## src/rtl/lm_sm_sequencer.sv

```systemverilog
// Register-list walker for LM/SM: emits one (register, address) pair per
// transfer, lowest register first, and pulses done when the mask empties.
module lm_sm_sequencer #(
    parameter int ADDR_W = 16,
    parameter int STRIDE = 1
) (
    input  logic              clk,
    input  logic              proc_rst,
    input  logic              start,
    input  logic [7:0]        reg_list,
    input  logic [ADDR_W-1:0] base_addr,
    input  logic              step,
    output logic              busy,
    output logic              valid,
    output logic [2:0]        reg_addr,
    output logic [ADDR_W-1:0] mem_addr,
    output logic [3:0]        count,
    output logic              done
);

    typedef enum logic [1:0] {
        S_IDLE,
        S_ACTIVE,
        S_DONE
    } state_t;

    state_t            r_state;
    state_t            w_state_nxt;
    logic [7:0]        r_mask;
    logic [7:0]        w_mask_nxt;
    logic [7:0]        w_mask_clr;
    logic [ADDR_W-1:0] r_mem_addr;
    logic [ADDR_W-1:0] w_addr_nxt;
    logic [3:0]        r_count;
    logic [3:0]        w_count_nxt;
    logic [2:0]        w_reg_addr;

    always_ff @(posedge clk or negedge proc_rst) begin
        if (!proc_rst) begin
            r_state    <= S_IDLE;
            r_mask     <= '0;
            r_mem_addr <= '0;
            r_count    <= '0;
        end else begin
            r_state    <= w_state_nxt;
            r_mask     <= w_mask_nxt;
            r_mem_addr <= w_addr_nxt;
            r_count    <= w_count_nxt;
        end
    end

    // Lowest set bit wins; an empty mask yields index 0.
    always_comb begin
        w_reg_addr = 3'd0;
        for (int i = 7; i >= 0; i--) begin
            if (r_mask[i]) w_reg_addr = 3'(i);
        end
    end

    assign w_mask_clr = r_mask & (r_mask - 8'd1);

    always_comb begin
        w_state_nxt = r_state;
        w_mask_nxt  = r_mask;
        w_addr_nxt  = r_mem_addr;
        w_count_nxt = r_count;
        unique case (r_state)
            S_IDLE: begin
                if (start) begin
                    w_mask_nxt  = reg_list;
                    w_addr_nxt  = base_addr;
                    w_count_nxt = 4'd0;
                    w_state_nxt = (reg_list != 8'd0) ? S_ACTIVE : S_DONE;
                end
            end
            S_ACTIVE: begin
                if (step) begin
                    w_mask_nxt  = w_mask_clr;
                    w_addr_nxt  = r_mem_addr + ADDR_W'(STRIDE);
                    w_count_nxt = r_count + 4'd1;
                    if (w_mask_clr == 8'd0) w_state_nxt = S_DONE;
                end
            end
            S_DONE: begin
                w_state_nxt = S_IDLE;
            end
            default: begin
                w_state_nxt = S_IDLE;
            end
        endcase
    end

    assign busy     = (r_state != S_IDLE);
    assign valid    = (r_state == S_ACTIVE);
    assign done     = (r_state == S_DONE);
    assign reg_addr = w_reg_addr;
    assign mem_addr = r_mem_addr;
    assign count    = r_count;

endmodule

```

## config.mk

```make
export PLATFORM = sky130hd
export DESIGN_NAME = lm_sm_sequencer
export DESIGN_NICKNAME = d
export VERILOG_FILES = /design/src/rtl/lm_sm_sequencer.sv
export SDC_FILE = /design/constraint.sdc
export NUM_CORES = 1
export LEC_CHECK = 0
export BUFFER_PORTS_ARGS = -buffer_cell sky130_fd_sc_hd__buf_2
export CORE_UTILIZATION = 50
export CTS_CLUSTER_DIAMETER = 30
export CTS_CLUSTER_SIZE = 16
export DETAILED_ROUTE_END_ITERATION = 6
export PLACE_DENSITY_LB_ADDON = 0.08
export SLEW_MARGIN = 10
export SYNTH_ARGS = -nofsm -noshare
export SYNTH_HDL_FRONTEND = slang
export SYNTH_SLANG_ARGS = --single-unit
export TNS_END_PERCENT = 50
```

## constraint.sdc

```tcl
create_clock -name clk -period 2.4 [get_ports clk]
set_input_delay 0.36 -clock clk [delete_from_list [all_inputs] [get_ports clk]]
set_output_delay 0.36 -clock clk [all_outputs]
set_load 0.1 [all_outputs]
```

; After elaboration in Yosys (flattened, before gate mapping)
; Index checks and enable logic that the tools add are counted.
[totals]
ram_bits = 0
n_memories = 0
in_bits = 28
register_bits = 30
wordCells = 42
out_inout_bits = 26
mem_bits_ro = 0
latch_bits = 0
[classes]
n_reduce_logical = 7
add_sub_neg = 3
shifts = 0
div_mod_pow = 0
bitwise = 1
n_eq_ne = 5
multipliers = 0
order_cmp = 0
n_mux = 22
[op_table]
columns = cell, count
row1 = two-way mux 16 bit, 2
row2 = case mux 16 bit (2 select lines), 1
row3 = two-way mux 3 bit, 8
row4 = adder 16 x 1 -> 16 bit (second input constant), 1
row5 = two-way mux 8 bit, 2
row6 = case mux 8 bit (2 select lines), 1
row7 = AND 8 bit, 1
row8 = logical NOT 8 bit, 1
row9 = two-way mux 2 bit, 4
row10 = two-way mux 4 bit, 2
row11 = case mux 4 bit (2 select lines), 1
row12 = nonzero test 8 bit, 1
row13 = subtractor 8 x 1 -> 8 bit (second input constant), 1
row14 = AND reduction 3 bit, 2
row15 = adder 4 x 1 -> 4 bit (second input constant), 1
row16 = inequality test 2 bit (second input constant), 2
row17 = case mux 2 bit (2 select lines), 1
row18 = nonzero test 2 bit, 2
row19 = equality test 2 x 1 -> 1 bit (second input constant), 1
row20 = equality test 2 bit (second input constant), 1
row21 = logical NOT 2 bit, 1
row22 = inequality test 2 x 1 -> 1 bit (second input constant), 1

; Logic depth before layout (Yosys ltp)
[depth]
depth_word = 8
depth_mapped = 7
ltp_nobuf = 6

; Worst setup path after synthesis
; Ideal clock, no wire load.
[synth_path]
path_type = reg2out
from = register r_mask[4]
to = output port reg_addr[1]
arrival_ns = 2.785
stages_incl_launch_ff = 5
required_time_ns = 2.040
setup_slack_ns = -0.745
path_cell_list = dfrtp_1 -> clkbuf_1 -> nor3_1 -> nor3_1 -> nor3_1
[synth_between]
elab_chain_cells = 5
[synth_lines]
columns = element, line
row1 = "start, declared", 29  ; logic [7:0] r_mask;
row2 = "start signal, assigned", 46  ; r_mask <= w_mask_nxt;
row3 = two-way mux 3 bit (5 in a row), 56  ; if (r_mask[i]) w_reg_addr = 3'(i);
row4 = "end, declared", 15  ; output logic [2:0] reg_addr,
; No other way between the ends.

; Worst setup path after layout
[layout_path]
from = register r_mask[0]
to = output port reg_addr[2]
[layout_between]
elab_chain_cells = 1
[layout_lines]
columns = element, line
row1 = two-way mux 3 bit, 56
; No other way between the ends.

==> results by group <==
Setup path
  – CP endpoint: reg_addr[2]
  – CP Max Fanout: 8
  – FF-to-FF End: r_state[0]
  – WS Path Type: reg2out
  – Crit path depth: 3
  – Required @ worst endpoint: 2.04 ns
  – Worst Setup SP: r_mask[0]
  – Buf/Inv on CP: 1
  – Worst setup EP type: primary output
  – Reg-to-Reg Start: r_mask[0]
  – Worst-path cell chain: or4_4 -> a21oi_2 -> buf_2
  – Startpoint types: flop
  – Worst EP arrival: 1.96 ns
  – Crit path max-delay family: simple AND/OR/NAND/NOR gates
  – Highest cell delay on the worst timing path: 0.60 ns
  – Slowest-stage cell, CP: or4_4
  – Worst R2R Setup Slack: 0.25 ns
  – FF-to-FF path depth: 5

Yosys
  – Post-synthesis sequential area ratio: 43.6%
  – Synthesized instance count: 211
  – Top_reg_cell synth: dfrtp_1
  – Synth area leaders: dfrtp_1 44%, a21oi_1 9.0%, o21ai_0 6.4%
  – Syn Nets: 241
  – Yosys top cell area share: 43.6%
  – Yosys warns: 0
  – Async S/R FF share, synth: 100%
  – Area of the mapped netlist: 1720 sq um
  – Top post-synthesis cells by count: 31 x a21oi_1, 30 x dfrtp_1, 23 x nor2_1
  – Post-synth EDFFs: 0
  – Mean Syn Cell Area: 8.16 sq um
  – Synthesized flop and latch total: 30
  – Yosys top cell by area: dfrtp_1
  – Most instantiated library cell after synthesis: a21oi_1
  – Count of different cell masters after synthesis: 39

Global routing
  – Initial antenna violation count: 0
  – First-pass GRT wire length: 7150 um
  – All-Layer GR Usage: 26.7%
  – Total grt overflow: 0
  – Largest net degree at the start of global routing: 31
  – Vias in the first global route: 1593

STA
  – Slew Limit Fails: 0
  – Unrepaired setup endpoints after global routing: false
  – Final period util: 96.7%
  – Final setup viols: 0
  – Fmax: 431 MHz
  – TNS Setup: 0 ns
  – Clock skew: 0.0149 ns
  – Final hold vios: 0
  – Final min period: 2.32 ns
  – Slew of the pin with the lowest slew margin: 0.691 ns
  – Max-slew headroom: 53.9%

Routing
  – WL/cell: 14.3 um
  – Routed WL: 4430 um
  – # DRC: 0
  – ANT nets after route: 0
  – DR iter-0 viols: 117
  – DR pass1 iterations: 4
  – Avg Vias per Cell: 5.82
  – Vias: 1798

CTS
  – CTS clk-pin slew, worst paths: 0.10 ns
  – Hold-fix buffers, CTS: 0
  – H-tree depth: 2
  – Clk root buf: clkbuf_4
  – Post-CTS sizing: 0
  – CTS tree: yes
  – Sink Count: 30
  – Post-CTS Setup Bufs: 0
  – CTS Buffer Depth: 2
  – Worst skew pair latency: 0.34 ns
  – Total CTS buffers: 5

Min path
  – Worst Hold Class: in2async

Floorplanning
  – Initial cell density of the core: 54.6%
  – Core area: 3150 sq um
  – Num rows: 20
  – # IOs: 54
  – Die area: 3680 sq um
  – Die H: 60.7 um
  – Die X: 60.7 um

Cells and area
  – # diodes: 0
  – Area added between synthesis and finish: 26.0%
  – Fillers: 287
  – Sequential cell area: 751 sq um
  – Layout cells sized above 1: 28.3%
  – NumNets Final: 294
  – Multi-input gate area: 920 sq um

Placement
  – HPWL after DPL: 3140 um
  – Port bufs: 53
  – Gpl congestion: 0.829

Run status
  – Status: completed

Run
  – Max cap viols: 0
worst min-delay path by stage:
stage                         from          end  slack [ns]  depth (start not counted)
after floorplan           proc_rst     count[0]        0.06                          0
after global placement    proc_rst    r_mask[4]        0.44                          1
after detailed placement  proc_rst    r_mask[4]        0.44                          1
after CTS                 proc_rst  mem_addr[9]        0.06                          1
after global routing      proc_rst  mem_addr[9]         0.1                          1
final                     proc_rst    r_mask[4]        0.05                          1
area by class of cell:
type	count	share of cell area (%)
Tap cell	44	2.54
Sequential cell	30	34.6
Clock inverter	2	2.77
Multi-Input combinational cell	164	42.4
Timing Repair Buffer	57	14.3
Clock buffer	6	2.36
Inverter	6	1.04
cell families after synthesis:
logic type	Yosys count	synth area share, %
AO/OA/AOI/OAI	85	29.9
XOR/XNOR	1	0.509
adder cells (fa/ha/maj)	2	1.45
buffers and inverters	17	3.71
flip-flops	30	43.6
AND/OR/NAND/NOR	76	20.9
layout by cell type (no fill, tap or decap), drive strengths merged, types with 3 or more instances in the layout:
master | synthesis | routed
o22ai | 12 | 12
a2bb2oi | 3 | 3
nor3 | 7 | 7
nor2 | 23 | 23
nand3 | 8 | 8
dfrtp | 30 | 30
o21a | 3 | 3
a21oi | 31 | 31
clkbuf | 10 | 6
nand4 | 4 | 4
o21ai | 22 | 22
nand2 | 21 | 21
buf | 1 | 57
inv | 5 | 5
registers in the layout (all words and copies together) (netlist names):
signal,flops
r_state,2
r_mask,8
mem_addr,16
count,4
stage by stage:
stage	worst slack, ns	utilization [%]	instances	hold slack [ns]	area [sq um]
2_1_floorplan	-0.104	-	211	0.0644	1730
3_3_place_gp	0.311	65.3	301	0.444	2060
3_5_place_dp	0.265	65.3	301	0.445	2060
4_1_cts	0.0766	68.8	309	0.0636	2170
5_1_grt	0.0281	68.8	309	0.0961	2170
6_report	0.0791	68.8	309	0.0461	2170
worst register-to-register path, cell delays in order, from the launching register on:
cell and delay (ns):
dfrtp_1 0.48, or4_4 0.60, or3_4 0.36, o21a_1 0.20
a2111oi_2 0.27, o21ai_0 0.12
metal layers:
metal / routed length (um) / global-route usage (%) / part of all wire (%)
met3: 306 / 6.40 / 6.9
met5: 0 / 0 / 0
met4: 59 / 10.7 / 1.3
met2: 1980 / 40.7 / 45
met1: 2090 / 36.7 / 47
Power is left out: the tool's default activity adds up to more than one toggle a clock period on the data nets, which glitch-free logic cannot reach.
